--- src/rtl/data_slice_sequencer.sv ---
// Slice sequencer: captures a word on start and streams
// SLICE_W-bit slices for an inclusive index range over valid/ready.
module data_slice_sequencer #(
   parameter int DATA_W  = 15,
   parameter int IDX_W   = 4,
   parameter int SLICE_W = 2
) (
   input  logic               clk,
   input  logic               rst,
   input  logic               start,
   input  logic [IDX_W-1:0]   start_idx,
   input  logic [IDX_W-1:0]   end_idx,
   input  logic [DATA_W-1:0]  data,
   input  logic               abort,
   output logic               out_valid,
   input  logic               out_ready,
   output logic [SLICE_W-1:0] slice,
   output logic [IDX_W-1:0]   idx,
   output logic               busy,
   output logic               done,
   output logic               err
);

   typedef enum logic [1:0] {
      IDLE,
      RUN,
      DONE
   } state_t;

   state_t             state_q, state_d;
   logic [DATA_W-1:0]  shadow_q, shadow_d;
   logic [IDX_W-1:0]   idx_q, idx_d;
   logic [IDX_W-1:0]   end_q, end_d;
   logic               err_q, err_d;
   logic               legal;
   logic               beat;
   logic [DATA_W-1:0]  shifted;

   // Range must be ordered and the last slice must fit inside the word.
   assign legal = (start_idx <= end_idx) &&
                  ((int'(end_idx) + SLICE_W) <= DATA_W);

   assign beat = (state_q == RUN) && out_ready;

   // State and datapath registers; reset clears everything.
   always_ff @(posedge clk) begin
      if (rst) begin
         state_q  <= IDLE;
         shadow_q <= '0;
         idx_q    <= '0;
         end_q    <= '0;
         err_q    <= 1'b0;
      end else begin
         state_q  <= state_d;
         shadow_q <= shadow_d;
         idx_q    <= idx_d;
         end_q    <= end_d;
         err_q    <= err_d;
      end
   end

   // Next-state logic: abort beats a simultaneous beat in RUN.
   always_comb begin
      state_d  = state_q;
      shadow_d = shadow_q;
      idx_d    = idx_q;
      end_d    = end_q;
      err_d    = 1'b0;
      unique case (state_q)
         IDLE: begin
            if (start) begin
               if (legal) begin
                  state_d  = RUN;
                  shadow_d = data;
                  idx_d    = start_idx;
                  end_d    = end_idx;
               end else begin
                  err_d = 1'b1;
               end
            end
         end
         RUN: begin
            if (abort) begin
               state_d = IDLE;
            end else if (beat) begin
               if (idx_q == end_q) begin
                  state_d = DONE;
               end else begin
                  idx_d = idx_q + IDX_W'(1);
               end
            end
         end
         DONE: begin
            state_d = IDLE;
         end
         default: begin
            state_d = IDLE;
         end
      endcase
   end

   // Slice selection by shift keeps the index in range for any idx.
   always_comb begin
      shifted = shadow_q >> idx_q;
      slice   = shifted[SLICE_W-1:0];
   end

   assign out_valid = (state_q == RUN);
   assign busy      = (state_q == RUN) || (state_q == DONE);
   assign done      = (state_q == DONE);
   assign err       = err_q;
   assign idx       = idx_q;

endmodule

--- config.mk ---
export PLATFORM = sky130hd
export DESIGN_NAME = data_slice_sequencer
export DESIGN_NICKNAME = d
export VERILOG_FILES = /design/src/rtl/data_slice_sequencer.sv
export SDC_FILE = /design/constraint.sdc
export NUM_CORES = 1
export LEC_CHECK = 0
export ABC_AREA = 1
export CAP_MARGIN = 10
export CORE_MARGIN = 2
export CORE_UTILIZATION = 38
export DETAILED_ROUTE_END_ITERATION = 8
export MAX_ROUTING_LAYER = met4
export PLACE_DENSITY = 0.76
export SLEW_MARGIN = 10
export SYNTH_ARGS = -nofsm -noshare
export SYNTH_HDL_FRONTEND = slang
export SYNTH_SLANG_ARGS = --single-unit
export TNS_END_PERCENT = 30
--- constraint.sdc ---
create_clock -name clk -period 1.4 [get_ports clk]
set_clock_uncertainty 0.1 [all_clocks]
set_input_delay 0.21 -clock clk [delete_from_list [all_inputs] [get_ports clk]]
set_output_delay 0.21 -clock clk [all_outputs]
set_load 0.01 [all_outputs]
Word level (Yosys, flattened, before mapping)
Cells that the tools add are included.

Add/sub/neg operators: 2. Order comparisons: 2. Eq/ne operators: 10. Shift-type cells: 1. Muxes and demuxes: 13. Bitwise operators: 2. Reductions and logical operators: 9.

Operator list (number): 4-bit two-way mux (5); 15-bit by 4-bit >> shifter with 2-bit output (1); 2-bit two-way mux (5); 2-bit != test (second input constant) (4); 4-bit case mux with 2 select lines (1); 3-bit by 2-bit != test with 1-bit output (second input constant) (2); 6-bit AND reduction (1); 4-bit by 2-bit adder with 5-bit output (second input constant) (1); 5-bit by 4-bit <= comparator with 1-bit output (second input constant) (1); 4-bit by 1-bit adder with 4-bit output (second input constant) (1); 4-bit equality test (1); 4-bit <= comparator (1); 2-bit case mux with 2 select lines (1); 4-bit AND reduction (1); 3-bit AND reduction (1); 3-bit OR reduction (1); 2-bit by 1-bit equality test with 1-bit output (second input constant) (1); 2-bit equality test (second input constant) (1); 1-bit logical AND (2); 2-bit logical NOT (1); 2-bit by 1-bit != test with 1-bit output (second input constant) (1); 1-bit NOT (2); 2-bit nonzero test (1); 1-bit logical OR (1); 1-bit two-way mux (1).

Register bits after elaboration: 26. Bits of input ports: 28. Output and inout port bits: 10.

Longest topological paths before layout
Gate-level depths: netlist (run 1).

Word-level depth: 6. Mapped depth: 15.

Worst setup path after synthesis (run 1)
OpenSTA, ideal clock, no wires.

Kind: input -> register. From: input end_idx[1]. To: register shadow_q[10]. Data arrival time: 1.350 ns. Data required time: 1.187 ns. Setup slack: -0.163 ns. Stages: 11. Path buffers: 1. Cell sequence: inv_1 > ha_1 > nor2_1 > nor2_1 > a21oi_2 > nand2_1 > clkinv_2 > nand3_4 > buf_2 > nor2_1 > nor2_1.

Word-level cells in the longest chain between the ends: 4. Elaborated cells on any way between the ends: 5. Those cells by class: add/sub (1); order compare (2); reduce/logical (2).

Ends and longest elaborated chain: start: declaration (RTL line 12) `input logic [IDX_W-1:0] end_idx,`; 4-bit by 2-bit adder with 5-bit output (RTL line 41) `((int'(end_idx) + SLICE_W) <= DATA_W);`; 5-bit by 4-bit <= comparator with 1-bit output (RTL line 41); 1-bit logical AND (*) (RTL line 40) `assign legal = (start_idx <= end_idx) &&`; 3-bit AND reduction (no source line) (*); end signal: assignment (RTL line 55) `shadow_q <= shadow_d;`; end: declaration (RTL line 31) `logic [DATA_W-1:0] shadow_q, shadow_d;`.

Mark *: on every way between the ends. The rest lies on a longest branch, timed or not. A chain may end at the register's enable or synchronous reset.

Final worst setup path (run 1)
From: register idx_q[1], in the netlist idx[1]. To: output slice[1].

Word-level cells in the longest chain between the ends: 1.

Ends and longest elaborated chain: start: declaration (RTL line 32) `logic [IDX_W-1:0] idx_q, idx_d;`; start signal: assignment (RTL line 56) `idx_q <= idx_d;`; 15-bit by 4-bit >> shifter with 2-bit output (RTL line 104) `shifted = shadow_q >> idx_q;`; end: declaration (RTL line 17) `output logic [SLICE_W-1:0] slice,`.

Every way passes these cells.

==> results, run 1 <==
- The flow ran to the end, but the final reports show violations.
- The checks that failed: setup timing.
- Hold is met by 0.196 ns.
- Of the post-synthesis cell area, the dominant cell type holds 0.309.
- The die is around 70 um tall.
- In this run the count of I/O pins placed on the die edge is 38.
- The number of diodes is 0.
- The mean number of vias per cell is 4.89.
- The starting density of the core is 0.389.
- After technology mapping, the gate count stands at 266.
- The number of search-and-repair iterations in the first detailed-routing pass is 4.
- The number of global-route vias before repair is ~1,900.
- The congestion estimate from routability-driven global placement came to roughly 0.92.
- The critical path is of the reg2out type.
- The via count of the routed design is 1,970.
- The layout overhead on the synthesized area is 74.2%.
- The global-route wire length before repair is ~8000 um.
- The worst setup path is captured at an output pin.
- The cell area power density is ~1700 nW/um2.
- The post-detailed-route count of antenna-violating nets is 0.
- After filler insertion, the fill cell instance count of the layout stands at 357.
- Counting every net in the synthesized netlist gives between 300 and 400.
- The H-tree depth is 1.
- The yosys synthesis warning count is 0.
- The max-slew violation count is 0.
- The floorplan step defined a die boundary enclosing around 5000 um2.
- The cell sitting at the root of the clock tree is a sky130_fd_sc_hd__clkbuf_8.
- The final global-route overflow total is 0.
- The clock latency on the worst-skew pair is between 0.2 and 0.3 ns.
- The sequential cell area fraction in the yosys report is 0.309.
- The maximum root-to-sink buffer count is 2.
- The fraction of final layout cells sized beyond drive strength 1 is 0.393.
- For this run, the post-layout net count is 390.
- The data arrival time of the critical path is roughly 1.4 ns.
- In the post-route analysis, the smallest setup slack over all paths is -0.354 ns.
- TritonCTS built the clock tree.
- In this run, distinct cell masters in the synthesized netlist total 25.
- Data on the critical path is required at its endpoint by ~1.1 ns.
- The chip width is ~70 um.
- Of all cell types, the one taking the most synthesized area is sky130_fd_sc_hd__dfxtp_1.
- The cell leakage power is ~1.4 nW.
- After detailed routing, the total wire length is a little over 5000 um.
- The placed wire-length estimate after detailed placement is about 3400 um.
- In the final routed layout, each cell accounts on average for 12.6 um.
- The final core utilization is 0.678.
- Port buffering added 37 buffers.
- The initial antenna violation count is 0.
- The CTS buffer count is 3.
- The number of endpoints with negative hold slack in the final report is 0.
- By area the synthesized netlist is led by sky130_fd_sc_hd__dfxtp_1 31%, sky130_fd_sc_hd__nand2_1 17%, sky130_fd_sc_hd__nor2_1 11%, sky130_fd_sc_hd__ha_1 7.4%, sky130_fd_sc_hd__inv_1 7.1%.
- The worst-case headroom to the max-slew limit is 0.840.
- Setup repair after global routing could not meet its margin everywhere.
- Across the run, the number of max-cap violations was 0.
- Of all nets on the critical path, the largest fanout is 6.
- For the finished layout, the period the worst path requires is ~1.8 ns.
- The maximum achievable frequency is 570 MHz.
- The mean instance size in the synthesized netlist is about 6.3 um2.
- The number of flip-flops and latches in the synthesized netlist is 26.
- The total of endpoints with negative setup slack in the final report is 27.
- The worst setup path is launched from a register.
- The post-synthesis instance area is roughly 1700 um2.
- IR analysis of the VDD net gives a maximum drop of 0.637 mV.
- In this run, the number of DRC markers left after iteration 0 of detailed routing was roughly 160.
- After clock tree synthesis, the clock-pin slew on the worst setup and hold paths is about 0.10 ns.
- The floorplan has 24 rows.
- The aggregate global-route resource usage is 0.207.
- Summed over all failing endpoints, the final setup total negative slack is -3.34 ns.
- Dividing the final minimum period by the clock period gives 1.25.
- For this design, the sink count on the clock tree is 26.
- The transition at the pin with the smallest max-transition slack is ~0.24 ns.
- In this run the worst hold path is classified as in2reg.
- In this run the standard cell core region covers approximately 4300 um2.
- After detailed routing, the number of remaining DRC violations is 0.
- Entering global routing, the biggest net connects 24 pins.
==> synth_stat cells <==
cell                         n
sky130_fd_sc_hd__a21oi_2     1
sky130_fd_sc_hd__o21ai_0    14
sky130_fd_sc_hd__buf_2       7
sky130_fd_sc_hd__xnor2_1     1
sky130_fd_sc_hd__o21ai_1     1
sky130_fd_sc_hd__a21oi_1    11
sky130_fd_sc_hd__o2111ai_1   1
sky130_fd_sc_hd__o211ai_1    3
sky130_fd_sc_hd__o22ai_1     1
sky130_fd_sc_hd__inv_2       2
sky130_fd_sc_hd__xor2_1      4
sky130_fd_sc_hd__nand4_1     4
sky130_fd_sc_hd__nand3_1     8
sky130_fd_sc_hd__clkbuf_1    2
sky130_fd_sc_hd__inv_1      32
sky130_fd_sc_hd__nor3_1      1
sky130_fd_sc_hd__nor2_1     49
sky130_fd_sc_hd__ha_1       10
sky130_fd_sc_hd__nand3_4     1
sky130_fd_sc_hd__o221ai_1    5
sky130_fd_sc_hd__buf_6       2
sky130_fd_sc_hd__dfxtp_1    26
sky130_fd_sc_hd__clkinv_2    1
sky130_fd_sc_hd__a31oi_1     3
sky130_fd_sc_hd__nand2_1    76
==> placed cells by master (no fill, tap or decap), drive strengths merged <==
master,n
xor2,4
o22ai,1
o21ai,15
a21oi,12
dfxtp,26
xnor2,1
a31oi,3
nand2,76
buf,67
dlygate4sd2,1
clkdlybuf4s50,19
o2111ai,1
nand4,4
clkdlybuf4s15,3
nor3,1
o221ai,5
o211ai,3
ha,10
inv,35
nand3,9
nor2,49
clkbuf,6
==> state kept, by name (all words and copies together) (netlist names) <==
signal and flops:
shadow_q 15, idx 4, state_q 2, end_q 4
err 1
==> report_power, final <==
group          internal [W]  total, W  switching (W)
Clock              0.000252  0.000503       0.000251
Sequential         0.000960   0.00114       0.000179
Combinational       0.00163   0.00329        0.00166
Total               0.00285   0.00493        0.00209
==> final timing paths <==
| kind | start | endpoint | slack, ns | cells past startpoint |
|---|---|---|---|---|
| setup / recovery | idx[1]$_SDFFE_PP0P_ | slice[1] | -0.35 | 7 |
| hold / removal | end_idx[0] | end_q[0]$_SDFFE_PP0P_ | 0.20 | 4 |
| setup reg to reg | idx[0]$_SDFFE_PP0P_ | idx[2]$_SDFFE_PP0P_ | -0.17 | 11 |
| hold reg to reg | end_q[3]$_SDFFE_PP0P_ | end_q[3]$_SDFFE_PP0P_ | 0.41 | 2 |
==> worst max-delay path, cell delays in order, from the launching register on <==
cell and delay (ns):
sky130_fd_sc_hd__dfxtp_4 0.38, sky130_fd_sc_hd__buf_6 0.14, sky130_fd_sc_hd__nor2_1 0.20, sky130_fd_sc_hd__o211ai_1 0.14, sky130_fd_sc_hd__nand3_2 0.08, sky130_fd_sc_hd__nand2_1 0.06, sky130_fd_sc_hd__inv_1 0.04, sky130_fd_sc_hd__buf_2 0.11
==> metrics by stage <==
stage | std cells | power, W | worst slack, ns | cell area [um2]
final | 403 | 0.00493 | -0.354 | 2930
after global routing | 403 | 0.00528 | -0.438 | 2930
after CTS | 399 | 0.00459 | -0.321 | 2790
after detailed placement | 391 | 0.00381 | -0.855 | 2540
after global placement | 391 | 0.00374 | -0.798 | 2540
after floorplan | 266 | 0.00258 | -0.0738 | 1790
==> routing by layer <==
layer / global-route usage / wire length [um]
met1: 0.234 / 2180
met2: 0.385 / 2560
met3: 0.0171 / 164
met4: 0.0650 / 174
met5: - / 0
==> layout make-up <==
type | instances | area (um2) | area share
Multi-Input combinational cell | 194 | 1240 | 0.423
Sequential cell | 26 | 534 | 0.182
Tap cell | 52 | 65.1 | 0.0222
Timing Repair Buffer | 92 | 871 | 0.297
Inverter | 35 | 166 | 0.0568
Clock buffer | 4 | 55.1 | 0.0188
==> what timing repair did <==
action,in CTS,in global routing
setup buffers,2,6
hold buffers,0,0
gates resized for setup,108,55
setup endpoints to repair,36,32
pin swaps,19,16
gates cloned,3,0
==> kinds of logic (layout without fill, tap and decap cells) <==
| group | after synthesis | in the layout | synth area share |
|---|---|---|---|
| adder cells (fa/ha/maj) | 10 | 10 | 0.0743 |
| AO/OA/AOI/OAI | 40 | 40 | 0.142 |
| flip-flops | 26 | 26 | 0.309 |
| XOR/XNOR | 5 | 5 | 0.0260 |
| buffers and inverters | 46 | 131 | 0.117 |
| AND/OR/NAND/NOR | 139 | 139 | 0.331 |
No activity file was read; power rests on OpenSTA's default activity.
==> inputs of run 2 (changes only) <==
--- a/config.mk
+++ b/config.mk
@@ -5,7 +5,6 @@
 export SDC_FILE = /design/constraint.sdc
 export NUM_CORES = 1
 export LEC_CHECK = 0
-export ABC_AREA = 1
 export CAP_MARGIN = 10
 export CORE_MARGIN = 2
 export CORE_UTILIZATION = 38
==> constraint.sdc (replaced) <==
create_clock -name clk -period 1.4 [get_ports clk]
set_clock_uncertainty 0.1 [all_clocks]
set_input_delay 0.28 -clock clk [delete_from_list [all_inputs] [get_ports clk]]
set_output_delay 0.28 -clock clk [all_outputs]
set_load 0.01 [all_outputs]
==> run 2 against run 1 <==
Compared with the run above:
- the flow still finishes with violations (setup timing)
- first-iteration DRC count fell by 38%
- combinational power decreased by 59%
- non-clock buffer count decreased by 3
- cell area decreased by 8.1%
- register-to-register slack worse by 0.32 ns
- clock power rose by 28%
- power decreased by 41%
- flip-flop and latch count unchanged
- die area down 6.5%
- critical path type unchanged
- critical endpoint unchanged
- largest cell class unchanged
- largest power group unchanged
==> results, run 2 <==
- The core area is between 3000 and 4000 um2.
- Of the total power, registers draw 0.318.
- After detailed routing, the number of vias per cell comes to between 5 and 6.
- After clock tree synthesis, the clock-pin slew on the worst setup and hold paths is about 0.10 ns.
- The most frequent standard cell in the layout excluding fill and tap cells is sky130_fd_sc_hd__buf_4.
- Routability-driven placement finished with a final weighted congestion of 0.858.
- The launch instance of the worst register-to-register path is idx[0]$_SDFFE_PP0P_.
- The layout overhead on the synthesized area is 71.8%.
- CTS built an H-tree with a depth of 1.
- 38 I/O pins were placed.
- The sequential cell area fraction in the yosys report is 0.332.
- The number of flip-flops and latches in the synthesized netlist is 26.
- In this run the deepest clock path goes through 2 buffers.
- The switching share of power is 0.317.
- STA classifies the critical path endpoint as an output pin.
- Of the total synthesized cell area, the portion taken by XOR and XNOR cells is 0.0279.
- The main combinational cell family by area after synthesis is multiplexers.
- The highest net fanout along the worst path is 4.
- At the later pin of the worst-skew pair, clock insertion delay measures a little under 0.3 ns.
- The die covers ~4700 um2.
- The number of flops mapped to enable cells by yosys is 0.
- The largest register by flop count is shadow_q.
- The worst setup path is of the reg2out kind.
- Yosys attributes the largest share of cell area to sky130_fd_sc_hd__dfxtp_1 33%, sky130_fd_sc_hd__mux2i_1 17%, sky130_fd_sc_hd__ha_1 8.0%, sky130_fd_sc_hd__nor2_1 5.5%, sky130_fd_sc_hd__mux4_2 4.3%.
- The number of remaining DRC errors is 0.
- Clock tree synthesis found a total of 26 sinks.
- The max-slew violation count is 0.
- For met1 alone, demand over resource in global routing was 0.246.
- For this run, the number of Yosys warnings is 0.
- By count the netlist is led by 27 x sky130_fd_sc_hd__mux2i_1, 26 x sky130_fd_sc_hd__dfxtp_1, 23 x sky130_fd_sc_hd__nor2_1.
- The logic gate share of total power is 0.462.
- Setup repair after global routing could not meet its margin everywhere.
- For met2 alone, demand over resource in global routing was 0.340.
- The filler cells instantiated in the layout total roughly 280.
- After clock tree synthesis, the flow added hold-fix buffers numbering 0.
- The global routing stage identified its most utilized layer as met2.
- In the global route stage, met3 resource usage came out at 0.0280.
- The register with the most flip-flops in the layout has 15 of them.
- The data arrival time of the critical path is between 1.5 and 2 ns.
- In the finished design, the share of the clock period the worst path needs comes to 1.56.
- The first TritonRoute pass finished after 4 iterations.
- The via count of the routed design is between 1,500 and 2,000.
- In this run the tightest slew margin relative to its limit is 0.812.
- In this run the critical register-to-register path is captured at idx[3]$_SDFFE_PP0P_.
- The post-synthesis compound-gate area fraction is 0.136.
- For this configuration, the core starts out at a cell density of 0.395.
- The initial antenna violation count came to 0.
- In the final layout, the share of cells above drive strength 1 is 0.433.
- The number of DRC markers in iteration 0 is 98.
- The summed negative setup slack over all endpoints is -10.58 ns.
- The worst min-delay path startpoint is end_idx[1].
- The max-cap check violation count is 0.
- The share of synthesized area spent on multiplexers is 0.232.
- Synthesis instantiated 38 different standard cells from the library.
- The power spent charging and discharging nets is about 0.00093 W.
- The final global-route overflow total is 0.
- The final core utilization is 0.678.
- Entering global routing, the biggest net connects 16 pins.
- The total chip power is 0.00293 W.
- The gate count after technology mapping is roughly 160.
- The multi-input logic area is approximately 1100 um2.
- Input and output buffers added on the ports amount to 37.
- The biggest area contributor in the post-synthesis netlist is sky130_fd_sc_hd__dfxtp_1.
- The cell area power density is around 1100 nW/um2.
- The tree is rooted in a sky130_fd_sc_hd__clkbuf_8.
- The share of synthesized area in the top cell type comes to 0.332.
- The post-synthesis instance area is between 1500 and 2000 um2.
- The CTS tree is yes.
- The number of endpoints with negative hold slack in the final report is 0.
- The checks that failed: setup timing.
- The number of diodes is 0.
- Based on the critical path, the design can be clocked at up to 458 MHz.
- The post-detailed-route count of antenna-violating nets is 0.
- The global-route wire length before repair is about 7000 um.
- The library cells used most frequently in the layout, excluding fill and tap cells, are 42 x sky130_fd_sc_hd__buf_4, 26 x sky130_fd_sc_hd__mux2i_1, 22 x sky130_fd_sc_hd__nor2_1.
- For the pin with the worst max-slew slack, the measured transition is around 0.28 ns.
- The net count after synthesis is 200.
- Before CTS, the worst setup slack after placement is -1.08 ns.
- The chip width is 68.2 um.
- For this run, the total global-route usage over all layers was measured as 0.204.
- Setup violations remaining at the end of the flow were counted as 31.
- The sequential cells in the finished layout cover a total of 536 um2.
- The CTS buffer count is 3.
- The depth of the most critical reg-to-reg path is 8.
- sky130_fd_sc_hd__mux2i_1 is the most common cell in the netlist.
- The number of global-route vias before repair is around 1,500.
- After layout, the minimum clock period comes to 2.18 ns.
- The die extent in y is a little under 70 um.
- The mean instance size in the synthesized netlist is between 9 and 10 um2.
- Row generation in the floorplan step produced 23 rows.
- The required time of the critical path is ~1.0 ns.
- Of the total synthesized cell area, the portion taken by full adders, half adders and majority gates is 0.0798.
- Dividing the detail-routed wire length by the instance count gives 14.9 um.
- The flow ran to the end, but the final reports show violations.
- The worst hold-check path type is in2reg.
- The hold path depth is 4.
- The internal portion of the total power is approximately 0.002 W.
- The fraction of the mapped netlist area in simple logic gates is 0.134.
- The placed wire-length estimate after detailed placement is 2910 um.
- Of all flip-flops after synthesis, the portion carrying an async set or reset was 0.
- The total number of nets in the final design is about 290.
- IR analysis of the VDD net gives a maximum drop of about 0.6 mV.
- The cell leakage power is 1.11 nW.
- In the post-route analysis, the smallest setup slack over all paths is -0.783 ns.
- Summed over all layers, the routed wires come to between 4000 and 5000 um.
- The setup check on the worst reg-to-reg path leaves a slack of -0.49 ns.
- The worst setup path is launched from a register.
- The main flop type after synthesis is sky130_fd_sc_hd__dfxtp_1.
- Of the total power, the clock network draws 0.220.
- The capture endpoint of the worst hold path is end_q[1]$_SDFFE_PP0P_.
run 2: worst max-delay path by stage:
stage               cells after the start           startpoint                   to
finish                                  3  idx[0]$_SDFFE_PP0P_             slice[1]
CTS                                     3  idx[0]$_SDFFE_PP0P_             slice[1]
floorplan                               3  idx[0]$_SDFFE_PP0P_             slice[1]
global route                            3  idx[0]$_SDFFE_PP0P_             slice[1]
global placement                       11           end_idx[1]  idx[0]$_SDFFE_PP0P_
detailed placement                     11           end_idx[1]  idx[2]$_SDFFE_PP0P_
run 2: metal layers:
layer / part of all wire / routed length, um / up-vias
met3: 0.031 / 137 / 7
li1: - / - / 750
met5: 0 / 0 / -
met2: 0.51 / 2270 / 30
met1: 0.44 / 1940 / 743
met4: 0.019 / 82 / 0
run 2: worst max-delay path: stages, from the launching register on:
cell and delay, ns:
sky130_fd_sc_hd__dfxtp_4 0.39, sky130_fd_sc_hd__mux4_2 0.48, sky130_fd_sc_hd__mux4_2 0.50, sky130_fd_sc_hd__buf_6 0.14
run 2: what timing repair did:
| item | in CTS | in global routing |
|---|---|---|
| buffers inserted | 7 | 2 |
| gates cloned | 2 | 1 |
| pin swaps | 18 | 14 |
| endpoints found under the setup margin | 36 | 33 |
| gates resized for setup | 79 | 21 |
run 2: power by group through the flow:
stage / sequential, W / clock, W / combinational [W]
after global routing: 0.000941 / 0.000682 / 0.00144
after floorplan: 0.000903 / 0 / 0.000624
after CTS: 0.000922 / 0.000645 / 0.00123
final: 0.000930 / 0.000645 / 0.00135
after global placement: 0.000921 / 0 / 0.00107
after detailed placement: 0.000926 / 0 / 0.00109
run 2: logic make-up after synthesis:
logic type / Yosys count
adders and majority gates: 10
buffers and inverters: 19
and+or+nand+nor: 44
muxes: 31
AOI/OAI and AO/OA: 27
xor gates and xnor gates: 5
DFF: 26
run 2: layout make-up:
cell class	count	share of cell area
clock buffer	3	0.0153
clock inverter	1	0.0111
inverter	11	0.0200
multi-input combinational	117	0.418
sequential	26	0.199
tap	50	0.0232
timing repair buffer	89	0.314
run 2: per-stage QoR:
stage	instance area [um2]	std cells	hold WS (ns)
4_1_cts	2590	295	0.416
6_report	2690	297	0.328
3_5_place_dp	2340	283	0.391
5_1_grt	2690	297	0.340
2_1_floorplan	1650	162	0.240
3_3_place_gp	2340	283	0.373
